### src/rtl/spi_cmd_ctrl.sv
// SPI command sequencer: decodes a read/write command byte, then streams bytes to/from a reg bus.
// Optional macro SPI_CMD_AUTOINC_EN: address auto-increments per data byte (else fixed FIFO port).
module spi_cmd_ctrl #(
    parameter int unsigned ADDR_W = 7
) (
    input  logic              ico_clk,
    input  logic              ico_rst_n,
    input  logic              sel_active,
    input  logic              rx_valid,
    input  logic [7:0]        rx_byte,
    output logic [7:0]        tx_byte,
    output logic              tx_valid,
    output logic [ADDR_W-1:0] reg_addr,
    output logic [7:0]        reg_wdata,
    output logic              reg_we,
    output logic              reg_re,
    input  logic [7:0]        reg_rdata,
    output logic              busy,
    output logic [7:0]        frame_count
);

    localparam logic [2:0] IDLE     = 3'd0;
    localparam logic [2:0] CMD      = 3'd1;
    localparam logic [2:0] WR       = 3'd2;
    localparam logic [2:0] RD_FETCH = 3'd3;
    localparam logic [2:0] RD_WAIT  = 3'd4;
    localparam logic [2:0] RD_HOLD  = 3'd5;

    logic [2:0]        state_q, state_d;
    logic              sel_q;
    logic              got_data_q;
    logic              frame_end, byte_in, cmd_byte, wr_byte, hold_byte;
    logic [ADDR_W-1:0] addr_next;

`ifdef SPI_CMD_AUTOINC_EN
    assign addr_next = reg_addr + ADDR_W'(1);
`else
    assign addr_next = reg_addr;
`endif

    // Frame end takes priority over any byte arriving in the same cycle.
    assign frame_end = (state_q != IDLE) && !sel_active;
    assign byte_in   = rx_valid && sel_active;
    assign cmd_byte  = (state_q == CMD) && byte_in;
    assign wr_byte   = (state_q == WR) && byte_in;
    assign hold_byte = (state_q == RD_HOLD) && byte_in;

    always_comb begin
        state_d = state_q;
        if (frame_end) begin
            state_d = IDLE;
        end else begin
            case (state_q)
                IDLE:     if (sel_active && !sel_q) state_d = CMD;
                CMD:      if (rx_valid) state_d = rx_byte[7] ? RD_FETCH : WR;
                WR:       state_d = WR;
                RD_FETCH: state_d = RD_WAIT;
                RD_WAIT:  state_d = RD_HOLD;
                RD_HOLD:  if (rx_valid) state_d = RD_FETCH;
                default:  state_d = IDLE;
            endcase
        end
    end

    always_ff @(posedge ico_clk or negedge ico_rst_n) begin
        if (!ico_rst_n) begin
            state_q     <= IDLE;
            sel_q       <= 1'b0;
            got_data_q  <= 1'b0;
            busy        <= 1'b0;
            tx_byte     <= 8'h00;
            tx_valid    <= 1'b0;
            reg_addr    <= '0;
            reg_wdata   <= 8'h00;
            reg_we      <= 1'b0;
            reg_re      <= 1'b0;
            frame_count <= 8'h00;
        end else begin
            state_q <= state_d;
            sel_q   <= sel_active;
            busy    <= (state_d != IDLE);
            reg_we  <= wr_byte;
            reg_re  <= (state_d == RD_FETCH) && (state_q != RD_FETCH);

            if (wr_byte) reg_wdata <= rx_byte;

            // Writes advance the cycle after the strobe; reads advance before the next fetch.
            if (cmd_byte) begin
                reg_addr <= rx_byte[ADDR_W-1:0];
            end else if (hold_byte || reg_we) begin
                reg_addr <= addr_next;
            end

            if (frame_end) begin
                tx_valid <= 1'b0;
            end else if (state_q == RD_WAIT) begin
                tx_byte  <= reg_rdata;
                tx_valid <= 1'b1;
            end else if (hold_byte) begin
                tx_valid <= 1'b0;
            end

            if (state_q == IDLE) begin
                got_data_q <= 1'b0;
            end else if (wr_byte || hold_byte) begin
                got_data_q <= 1'b1;
            end

            if (frame_end && got_data_q) frame_count <= frame_count + 8'd1;
        end
    end

endmodule

### config.mk
export PLATFORM = sky130hd
export DESIGN_NAME = spi_cmd_ctrl
export DESIGN_NICKNAME = d
export VERILOG_FILES = /design/src/rtl/spi_cmd_ctrl.sv
export SDC_FILE = /design/constraint.sdc
export NUM_CORES = 1
export LEC_CHECK = 0
export BUFFER_PORTS_ARGS = -buffer_cell sky130_fd_sc_hd__buf_2
export CAP_MARGIN = 25
export CORE_MARGIN = 2
export CORE_UTILIZATION = 44
export CTS_CLUSTER_DIAMETER = 40
export DETAILED_ROUTE_END_ITERATION = 7
export GPL_TIMING_DRIVEN = 0
export PLACE_DENSITY = 0.69
export SYNTH_ARGS = -nofsm -noshare
export SYNTH_HDL_FRONTEND = slang
export SYNTH_SLANG_ARGS = --single-unit
### constraint.sdc
create_clock -name ico_clk -period 4.1 [get_ports ico_clk]
set_input_delay 0.82 -clock ico_clk [delete_from_list [all_inputs] [get_ports ico_clk]]
set_output_delay 0.82 -clock ico_clk [all_outputs]
set_load 0.01 [all_outputs]
; After elaboration in Yosys (flattened, before gate mapping)
; Cells that the tools add are included.
[word_totals]
reg_bits = 40
word_cells = 48
[op_classes]
addsub = 1
eq_ne = 7
n_mux = 11
bitwise = 1
n_reduce_logical = 17
[ops]
columns = cell, count
row1 = $pmux 3 s6, 1
row2 = $mux 3, 4
row3 = $eq 3x2->1 const B, 3
row4 = $reduce_bool 3->1, 3
row5 = $add 8x1->8 const B, 1
row6 = $logic_and 1x1->1, 8
row7 = $eq 3x3->1 const B, 2
row8 = $mux 1, 6
row9 = $eq 3x1->1 const B, 1
row10 = $logic_not 3->1, 1
row11 = $ne 3x2->1 const B, 1
row12 = $logic_not 1->1, 2
row13 = $reduce_and 2->1, 1
row14 = $reduce_bool 2->1, 1
row15 = $logic_or 1x1->1, 1
row16 = $not 1->1, 1

; Longest topological paths before layout
; Gate-level depths: netlist of the first run.
[logic_depth]
word_depth = 7
depth_mapped = 4
ltp_nobuf = 4

; Least setup slack after synthesis of the first run
; OpenSTA, ideal clock, no wires.
[synth_path]
path_kind = in2reg
from = in sel_active
to = reg reg_addr[0]
t_arrival_ps = 1700
t_required_ps = 3975
path_slack_ps = 2275
stages = 4
n_path_buf = 1
path_cell_list = buf_2 -> nand4b_1 -> nor2_4 -> mux2_2
[synth_between]
elab_chain_cells = 2
[synth_rtl]
columns = item, line_no
row1 = "start, declared", 8  ; input logic sel_active,
row2 = $logic_and 1x1->1, 43  ; assign byte_in = rx_valid && sel_active;
row3 = $logic_and 1x1->1, 44  ; assign cmd_byte = (state_q == CMD) && byte_in;
row4 = "end signal, assigned", 89  ; reg_addr <= rx_byte[ADDR_W-1:0];
row5 = "end signal, assigned", 91  ; reg_addr <= addr_next;
row6 = "end, declared", 13  ; output logic [ADDR_W-1:0] reg_addr,
; No other way between the ends.
; A chain may end at the register's enable or synchronous reset.

; Worst setup path after layout of the first run
; Same ends and word-level chain as after synthesis.

==> impl_results.md, run 1 <==
* Crit path DAT at 1.97 ns
* Rel. slew slack at 0.4375
* Ys async rst share at 1.000
* H-tree levels at 2
* EDFF count, synth at 0
* TritonCTS clock tree: done
* Synth Area in Simple Gates at 0.1335
* Starting Density at 0.4623
* Final setup viols at 0
* Core area at 3689 µm²
* Cell Rows at 22
* Overall Power at 1.061 mW
* Placed cells at 223
* Max-cap violations at 0
* Synth Area per Inst at 14.09 µm²
* Static Leak at 1.115 nW
* DR WL/cell at 13.03 µm
* Clock skew at 0.004513 ns
* Detailed Place HPWL at 2194 µm
* Mapped Cells at 121
* Layout cell share with drive strength beyond 1 at 0.5301
* Ys flop type: dfrtp_1
* Clock Path Buffers at 2
* Yosys cell types at 34
* Port Buffers at 54
* Final wirelength at 3011 µm
* Final WS setup at 2.301 ns
* Status: finished clean
* Final nets at 203
* Final non-filler cell total at 231
* Post-synthesis compound-gate area fraction at 0.04769
* Ys Warns at 0
* Hold path depth at 1
* Yosys reg bits at 40
* DRT iter0 DRCs at 56
* Root buf cell: clkbuf_8
* Postcts setup bufs at 0
* GPL Wtd Cong at 0.7521
* Portion of netlist area occupied by mux cells at 0.1585
* Clock slew at reported path FFs at 0.07 ns
* First-pass GRT wire length at 4899 µm
* Post_cts resized at 0
* Critical Path RT at 4.27 ns
* Die H at 66.26 µm
* Tightest Hold Check Type: flop to flop
* DP Area at 2036 µm²
* Max Slew Vio Count at 0
* XOR/XNOR share of the synthesized area at 0.03595
* Io pins at 55
* Register area share after synthesis at 0.5869
* DR pass1 iterations at 3
* Crit path kind: input pin to flop
* Setup TNS at 0 ns
* CP max FO at 10
* # clock sinks at 40
* Vias in the first global route at 1067
* Fill cells at 322
* CTS Buf Count at 5
* PwrDens at 498.6 nW/µm²
* Width of the die at 66.26 µm
* Die area at 4390 µm²
* N_diodes at 0
* Syn nets at 142
* Via Count at 1156
* Crit path launch type: input pin
* Main combinational cell family by area after synthesis: multiplexers
* Clock Latency Late Sink at 0.29 ns
* Final ANT Viol Nets at 0
* Syn Std Cell Area at 1705 µm²
* Drc violations at 0
* Layout area overhead at 24.80%
* DR vias/cell at 5.004
* R2R cell count at 4
* Final Cell Area at 2128 µm²
* Slew @ Worst Pin at 0.8437 ns
* Unrepaired setup endpoints after global routing: false
* Final Core Density at 0.5770
* Total gr overflow at 0
* Final hold violations at 0
* Part of the cycle the worst path needs at 0.4387
* Fmax at 556.0 MHz
* Max VDD drop at 0.2776 mV
* Largest net degree at the start of global routing at 41
* Gr usage total at 0.1500
* Hold Slack at 0.4749 ns
* Most frequent cells in the layout: buf_2 (56), dfrtp_1 (40), mux2_2 (24)
* Cts hold-fix bufs at 0
* Post-Synth Adder-Cell Area at 0.007337
* Tmin final at 1.799 ns
* Setup WS pre-CTS at 1.986 ns
* Initial antenna violation count at 0
* Leading cell type in the layout, fill and taps excluded: buf_2
* CP endpoint kind: flop
## routing by layer
| metal | up-vias | global-route usage | wire, µm | share of wire |
|---|---|---|---|---|
| met5 | - | 0 | 0 | 0 |
| met4 | 0 | 0.08418 | 82 | 0.027 |
| met3 | 10 | 0.03066 | 151 | 0.050 |
| met2 | 34 | 0.2188 | 1430 | 0.47 |
| met1 | 567 | 0.2078 | 1346 | 0.45 |
| li1 | 545 | - | - | - |
## final timing paths
kind / from / endpoint / slack [ns]
worst max register to register: state_q[1] / reg_addr[0] / 2.53
worst max-delay path: sel_active / reg_addr[0] / 2.30
worst min-delay path: tx_valid / tx_valid / 0.47
max in group asynchronous: ico_rst_n / state_q[0] / 2.94
worst min register to register: tx_valid / tx_valid / 0.47
min in group asynchronous: ico_rst_n / tx_byte[6] / 0.63
## cell type report
type / count / area [µm²] / area share
well taps: 48 / 60.06 / 0.02822
repair buffers: 54 / 270.3 / 0.1270
clock inverters: 2 / 10.01 / 0.004703
multi-input cells: 73 / 653.1 / 0.3069
clock buffers: 6 / 82.58 / 0.03880
plain buffers: 5 / 40.04 / 0.01881
inverters: 3 / 11.26 / 0.005291
flip-flops and latches: 40 / 1001 / 0.4703
## power by group
| group | switching (mW) | leakage (nW) | internal, mW | total, mW |
|---|---|---|---|---|
| registers | 0.0544 | 0.519 | 0.482 | 0.536 |
| logic | 0.126 | 0.545 | 0.139 | 0.265 |
| clock network | 0.126 | 0.0510 | 0.134 | 0.260 |
## state kept, by name, indices dropped and copies added, names as in the netlist
name,flops
busy,1
frame_count,8
got_data_q,1
reg_addr,7
reg_re,1
reg_wdata,8
reg_we,1
sel_q,1
state_q,3
tx_byte,8
tx_valid,1
## kinds of logic (layout without fill, tap and decap cells)
logic type      count (synthesis)  after routing
simple gates                   30             30
compound gates                 11             11
buf+inv                         8             70
fa+ha+maj                       1              1
xor+xnor                        7              7
flops                          40             40
mux                            24             24
## synth_stat cells, drive strengths merged, types with 2 or more instances
library cell | n | area, µm²
nand2 | 2 | 7.510
buf | 5 | 40.04
xor2 | 7 | 61.31
nor3 | 4 | 31.28
mux2 | 24 | 270.3
nand2b | 5 | 31.28
nand3 | 4 | 32.53
nor4b | 2 | 23.77
a21oi | 2 | 10.01
nor2 | 5 | 26.27
nand4b | 2 | 17.52
a21boi | 2 | 15.01
inv | 3 | 11.26
dfrtp | 40 | 1001
nor3b | 2 | 26.28
## critical path: stages
cell and delay [ns]:
buf_2 0.11, buf_2 0.22, nand4b_1 0.20, nor2_4 0.25, mux2_2 0.37
(Power assumes the default switching activity.)
==> inputs of run 2 (changes only) <==
--- a/config.mk
+++ b/config.mk
@@ -12,7 +12,7 @@
 export CTS_CLUSTER_DIAMETER = 40
 export DETAILED_ROUTE_END_ITERATION = 7
 export GPL_TIMING_DRIVEN = 0
-export PLACE_DENSITY = 0.69
+export PLACE_DENSITY = 0.71
 export SYNTH_ARGS = -nofsm -noshare
 export SYNTH_HDL_FRONTEND = slang
 export SYNTH_SLANG_ARGS = --single-unit
==> constraint.sdc (replaced) <==
create_clock -name ico_clk -period 1.6 [get_ports ico_clk]
set_input_delay 0.32 -clock ico_clk [delete_from_list [all_inputs] [get_ports ico_clk]]
set_output_delay 0.32 -clock ico_clk [all_outputs]
set_load 0.01 [all_outputs]
==> run 2 against run 1 <==
Compared with the run above:
- setup slack lost 2.3 ns
- non-clock buffer count grew 5
- cell count grew 2.2%
- wire length grew 4.1%
- register-to-register slack lost 2.5 ns
- power grew to 2.6 times the previous value
- worst hold slack lost 0.34 ns
- via count grew 1.1%
- die area is the same
- first-iteration DRC count shrank 43%
- global-route usage grew 0.26 points
- critical path type is now flop to flop
- largest cell class unchanged
==> impl_results.md, run 2 (synthesis results as in run 1) <==
* Status: finished clean
* Crit path kind: flop to flop
* Io pins at 55
* Final non-filler cell total at 236
* N_diodes at 0
* PwrDens at 1251 nW/µm²
* Fill cells at 306
* RR Startpoint: state_q[1]
* Drc violations at 0
* Crit path launch type: flop
* Final hold violations at 0
* CP Cell Sequence: buf_6, nand4b_1, nor2_4, buf_12, mux2_2
* H-tree levels at 2
* Busiest layer in global routing: met2
* DP Area at 2036 µm²
* CP endpoint kind: flop
* First-pass GRT wire length at 4981 µm
* Most frequent cells in the layout: buf_2 (56), dfrtp_1 (39), mux2_2 (21)
* DRT iter0 DRCs at 32
* CP max FO at 5
* Via Count at 1169
* Core area at 3689 µm²
* Final WS setup at 0.04757 ns
* Worst Path Buf+Inv at 2
* Detailed Place HPWL at 2191 µm
* DR pass1 iterations at 4
* Port Buffers at 54
* CTS Buf Count at 5
* Final Cell Area at 2203 µm²
* Setup WS pre-CTS at -0.01769 ns
* Final ANT Viol Nets at 0
* Reg power frac at 0.497
* Switch Pwr at 786.9 µW
* Slew @ Worst Pin at 0.8379 ns
* Static Leak at 1.147 nW
* Clock skew at 0.002449 ns
* Hold Slack at 0.1332 ns
* Largest regs: frame_count (8), reg_wdata (8), tx_byte (8)
* Root buf cell: clkbuf_8
* Final nets at 208
* Rel. slew slack at 0.4414
* M2 GR Usage at 0.2300
* Worst reg2reg endpoint: reg_addr[0]
* Cts hold-fix bufs at 0
* Sw frac at 0.2856
* Layout cell share with drive strength beyond 1 at 0.5426
* Final wirelength at 3133 µm
* Final setup viols at 0
* Width of the die at 66.26 µm
* Initial antenna violation count at 0
* # clock sinks at 40
* Clock share of power at 0.242
* Largest net degree at the start of global routing at 41
* Total gr overflow at 0
* Max VDD drop at 0.7572 mV
* Clock Path Buffers at 2
* R2R cell count at 5
* Clock slew at reported path FFs at 0.07 ns
* Part of the cycle the worst path needs at 0.9703
* Leading cell type in the layout, fill and taps excluded: buf_2
* DR WL/cell at 13.28 µm
* GPL Wtd Cong at 0.7568
* P_int at 1.968 mW
* Fmax at 644.2 MHz
* Layout area overhead at 29.20%
* Die H at 66.26 µm
* Starting Density at 0.4623
* Overall Power at 2.755 mW
* Delay-heaviest family, CP: flip-flops
* Tightest Hold Check Type: input pin to async pin
* Gr usage total at 0.1526
* Tmin final at 1.552 ns
* DR vias/cell at 4.953
* Clock Latency Late Sink at 0.28 ns
* Crit path DAT at 1.72 ns
* Max Slew Vio Count at 0
* Vias in the first global route at 1094
* Met1 Resource Use GR at 0.2013
* Cell Rows at 22
* Crit path from: state_q[1]
* Combinational share of power at 0.261
* M3 GR Usage at 0.04770
* Critical Path RT at 1.77 ns
* FF-to-FF setup slack at 0.05 ns
* CP max stage cell: dfrtp_2
* Placed cells at 223
* TritonCTS clock tree: done
* Max-cap violations at 0
* Slowest stage delay, CP at 0.44 ns
* Die area at 4390 µm²
-- run 2: through the flow --
stage	utilization	setup TNS, ns
global placement	0.5519	0
finish	0.5974	0
global route	0.5974	-0.003927
detailed placement	0.5519	-0.09668
floorplan	-	0
CTS	0.5763	0
-- run 2: worst register-to-register path, delay by kind of cell (launching register included) --
family / cells / cell delay [ns]
muxes: 1 / 0.32
DFF: 1 / 0.44
buffers and inverters: 2 / 0.26
and+or+nand+nor: 2 / 0.41
-- run 2: timing repair --
item                                    4_1_cts  5_1_grt
endpoints found under the setup margin        0       15
resized for setup                             0        9
setup buffers                                 0        4
-- run 2: worst max path at each step --
| stage | endpoint | slack, ns | cells past startpoint |
|---|---|---|---|
| after floorplan | reg_addr[0] | 0.16 | 4 |
| after global placement | reg_addr[5] | 0.02 | 5 |
| after detailed placement | reg_addr[1] | -0.02 | 5 |
| after CTS | reg_addr[1] | 0.03 | 4 |
| after global routing | reg_addr[0] | -0.002 | 5 |
| final | reg_addr[0] | 0.05 | 5 |
-- run 2: routing by layer --
metal	part of all wire	up-vias
met4	0.012	0
met5	0	-
met2	0.50	34
met1	0.43	576
met3	0.053	4
li1	-	555
-- run 2: final cells by class --
type                       count  area [µm²]  share of cell area
sequential                    40        1002              0.4549
multi-input combinational     73       679.4              0.3083
timing repair buffer          59       317.8              0.1442
clock buffer                   8       90.09             0.04089
tap                           48       60.06             0.02726
buffer                         5       42.54             0.01931
inverter                       3       11.26            0.005111
-- run 2: power by group through the flow --
stage,clock network [mW],registers [mW],logic (mW)
after floorplan,0,1.49,0.271
after global placement,0,1.37,0.676
after detailed placement,0,1.39,0.701
after CTS,0.691,1.37,0.701
after global routing,0.754,1.40,0.780
final,0.667,1.37,0.718
==> inputs of run 3 (changes only) <==
--- a/config.mk
+++ b/config.mk
@@ -8,11 +8,11 @@
 export BUFFER_PORTS_ARGS = -buffer_cell sky130_fd_sc_hd__buf_2
 export CAP_MARGIN = 25
 export CORE_MARGIN = 2
-export CORE_UTILIZATION = 44
+export CORE_UTILIZATION = 45
 export CTS_CLUSTER_DIAMETER = 40
 export DETAILED_ROUTE_END_ITERATION = 7
 export GPL_TIMING_DRIVEN = 0
-export PLACE_DENSITY = 0.71
+export PLACE_DENSITY = 0.73
 export SYNTH_ARGS = -nofsm -noshare
 export SYNTH_HDL_FRONTEND = slang
 export SYNTH_SLANG_ARGS = --single-unit
==> run 3 against run 2 <==
Compared with the run above:
- worst hold slack lost 0.014 ns
- sequential share of layout area shrank 0.81 points
- clock power grew 22%
- highest routed layer unchanged
- final area grew 1.8%
- first-iteration DRC count grew 47%
- sequential cell count is the same
- combinational power grew 2%
- largest cell class unchanged
- global-route usage grew 1.4 points
==> impl_results.md, run 3 (synthesis results as in run 1) <==
* Width of the die at 65.56 µm
* Clock slew at reported path FFs at 0.08 ns
* Tightest Hold Check Type: input pin to async pin
* CP endpoint kind: flop
* CP max FO at 7
* Register area at 1002 µm²
* Total gr overflow at 0
* Worst setup path endpoint: reg_addr[4]
* Max VDD drop at 0.8277 mV
* Slew @ Worst Pin at 0.8534 ns
* Part of the cycle the worst path needs at 0.9732
* Fill cells at 290
* Root buf cell: clkbuf_8
* Area of the multi-input gates at 683.2 µm²
* FF-to-FF setup slack at 0.04 ns
* Crit path kind: flop to flop
* Final hold violations at 0
* Drc violations at 0
* Via Count at 1211
* Crit path DAT at 1.75 ns
* Max-cap violations at 0
* Met1 Resource Use GR at 0.1898
* Busiest layer in global routing: met2
* R2R cell count at 5
* PwrDens at 1301 nW/µm²
* CTS Buf Count at 5
* Initial antenna violation count at 0
* Final wirelength at 3297 µm
* Fmax at 642.2 MHz
* GPL Wtd Cong at 0.7092
* Static Leak at 1.162 nW
* Starting Density at 0.4658
* DR pass1 iterations at 4
* Largest net degree at the start of global routing at 41
* Final nets at 208
* Port Buffers at 54
* Detailed Place HPWL at 2314 µm
* Io pins at 55
* DR vias/cell at 5.131
* Overall Power at 2.919 mW
* Max Slew Vio Count at 0
* Crit path launch type: flop
* Layout cell share with drive strength beyond 1 at 0.5532
* Die H at 65.56 µm
* Core area at 3661 µm²
* DR WL/cell at 13.97 µm
* Tmin final at 1.557 ns
* Leading cell type in the layout, fill and taps excluded: buf_2
* Gr usage total at 0.1665
* RR Startpoint: state_q[1]
* H-tree levels at 2
* Worst reg2reg endpoint: reg_addr[4]
* Largest regs: frame_count (8), reg_wdata (8), tx_byte (8)
* Rel. slew slack at 0.4311
* Clock Latency Late Sink at 0.30 ns
* Final setup viols at 0
* Die area at 4298 µm²
* N_diodes at 0
* Unrepaired setup endpoints after global routing: true
* Setup TNS at 0 ns
* Cell Rows at 22
* Clock Path Buffers at 2
* Clock skew at 0.003542 ns
* Most frequent cells in the layout: buf_2 (55), dfrtp_1 (39), mux2_2 (20)
* Layout area overhead at 31.55%
* # clock sinks at 40
* Status: finished clean
* First-pass GRT wire length at 5395 µm
* Final ANT Viol Nets at 0
* Critical Path RT at 1.79 ns
* M2 GR Usage at 0.2959
* Crit path from: state_q[1]
* DRT iter0 DRCs at 47
* TritonCTS clock tree: done
* Vias in the first global route at 1224
* M3 GR Usage at 0.03082
[run 3: changes by cell type in the layout (fill, tap and decap cells not counted), sizes merged]
cell / change
clkinv: +1
clkinvlp: +1
bufinv: +1
clkbuf: -3
[run 3: layout make-up]
class,count,area share
Clock buffer,5,0.03067
Clock inverter,3,0.01896
Buffer,5,0.01896
Sequential cell,40,0.4467
Inverter,3,0.005020
Multi-Input combinational cell,73,0.3045
Tap cell,48,0.02677
Timing Repair Buffer,59,0.1484
[run 3: timing repair]
action                     CTS  global route
setup endpoints to repair    0            15
setup buffers                0             4
hold buffers                 0             0
gates resized for setup      0            11
[run 3: how the worst min path moves through the flow]
stage | from | endpoint | slack (ns) | cells past startpoint
6_report | ico_rst_n | tx_byte[4] | 0.12 | 1
5_1_grt | sel_active | sel_q | 0.16 | 1
4_1_cts | ico_rst_n | reg_addr[0] | 0.16 | 1
3_5_place_dp | frame_count[7] | frame_count[7] | 0.46 | 1
3_3_place_gp | frame_count[7] | frame_count[7] | 0.45 | 1
2_1_floorplan | ico_rst_n | busy | 0.02 | 0
[run 3: layer usage]
layer,part of all wire,vias up
met2,0.54,30
met3,0.046,9
met4,0.019,0
met5,0,-
li1,-,556
met1,0.40,616
[run 3: report_power, final]
part | leakage (nW) | internal (mW) | switching (mW)
Clock | 0.0541 | 0.461 | 0.351
Sequential | 0.517 | 1.23 | 0.143
Combinational | 0.591 | 0.390 | 0.338
[run 3: worst max-delay path: stages, from the launching register on]
cell      delay (ns)
dfrtp_2         0.44
buf_6           0.13
nand4b_1        0.24
nor2_4          0.17
buf_12          0.13
mux2_2          0.33
[run 3: through the flow]
stage | hold slack (ns) | utilization | setup slack (ns) | cells | area [µm²]
floorplan | 0.02441 | - | 0.1555 | 121 | 1705
global placement | 0.4506 | 0.5560 | 0.04238 | 223 | 2036
detailed placement | 0.4607 | 0.5560 | 0.001449 | 223 | 2036
CTS | 0.1557 | 0.5865 | 0.008218 | 231 | 2147
global route | 0.1615 | 0.6128 | -0.02215 | 236 | 2243
finish | 0.1193 | 0.6128 | 0.04288 | 236 | 2243
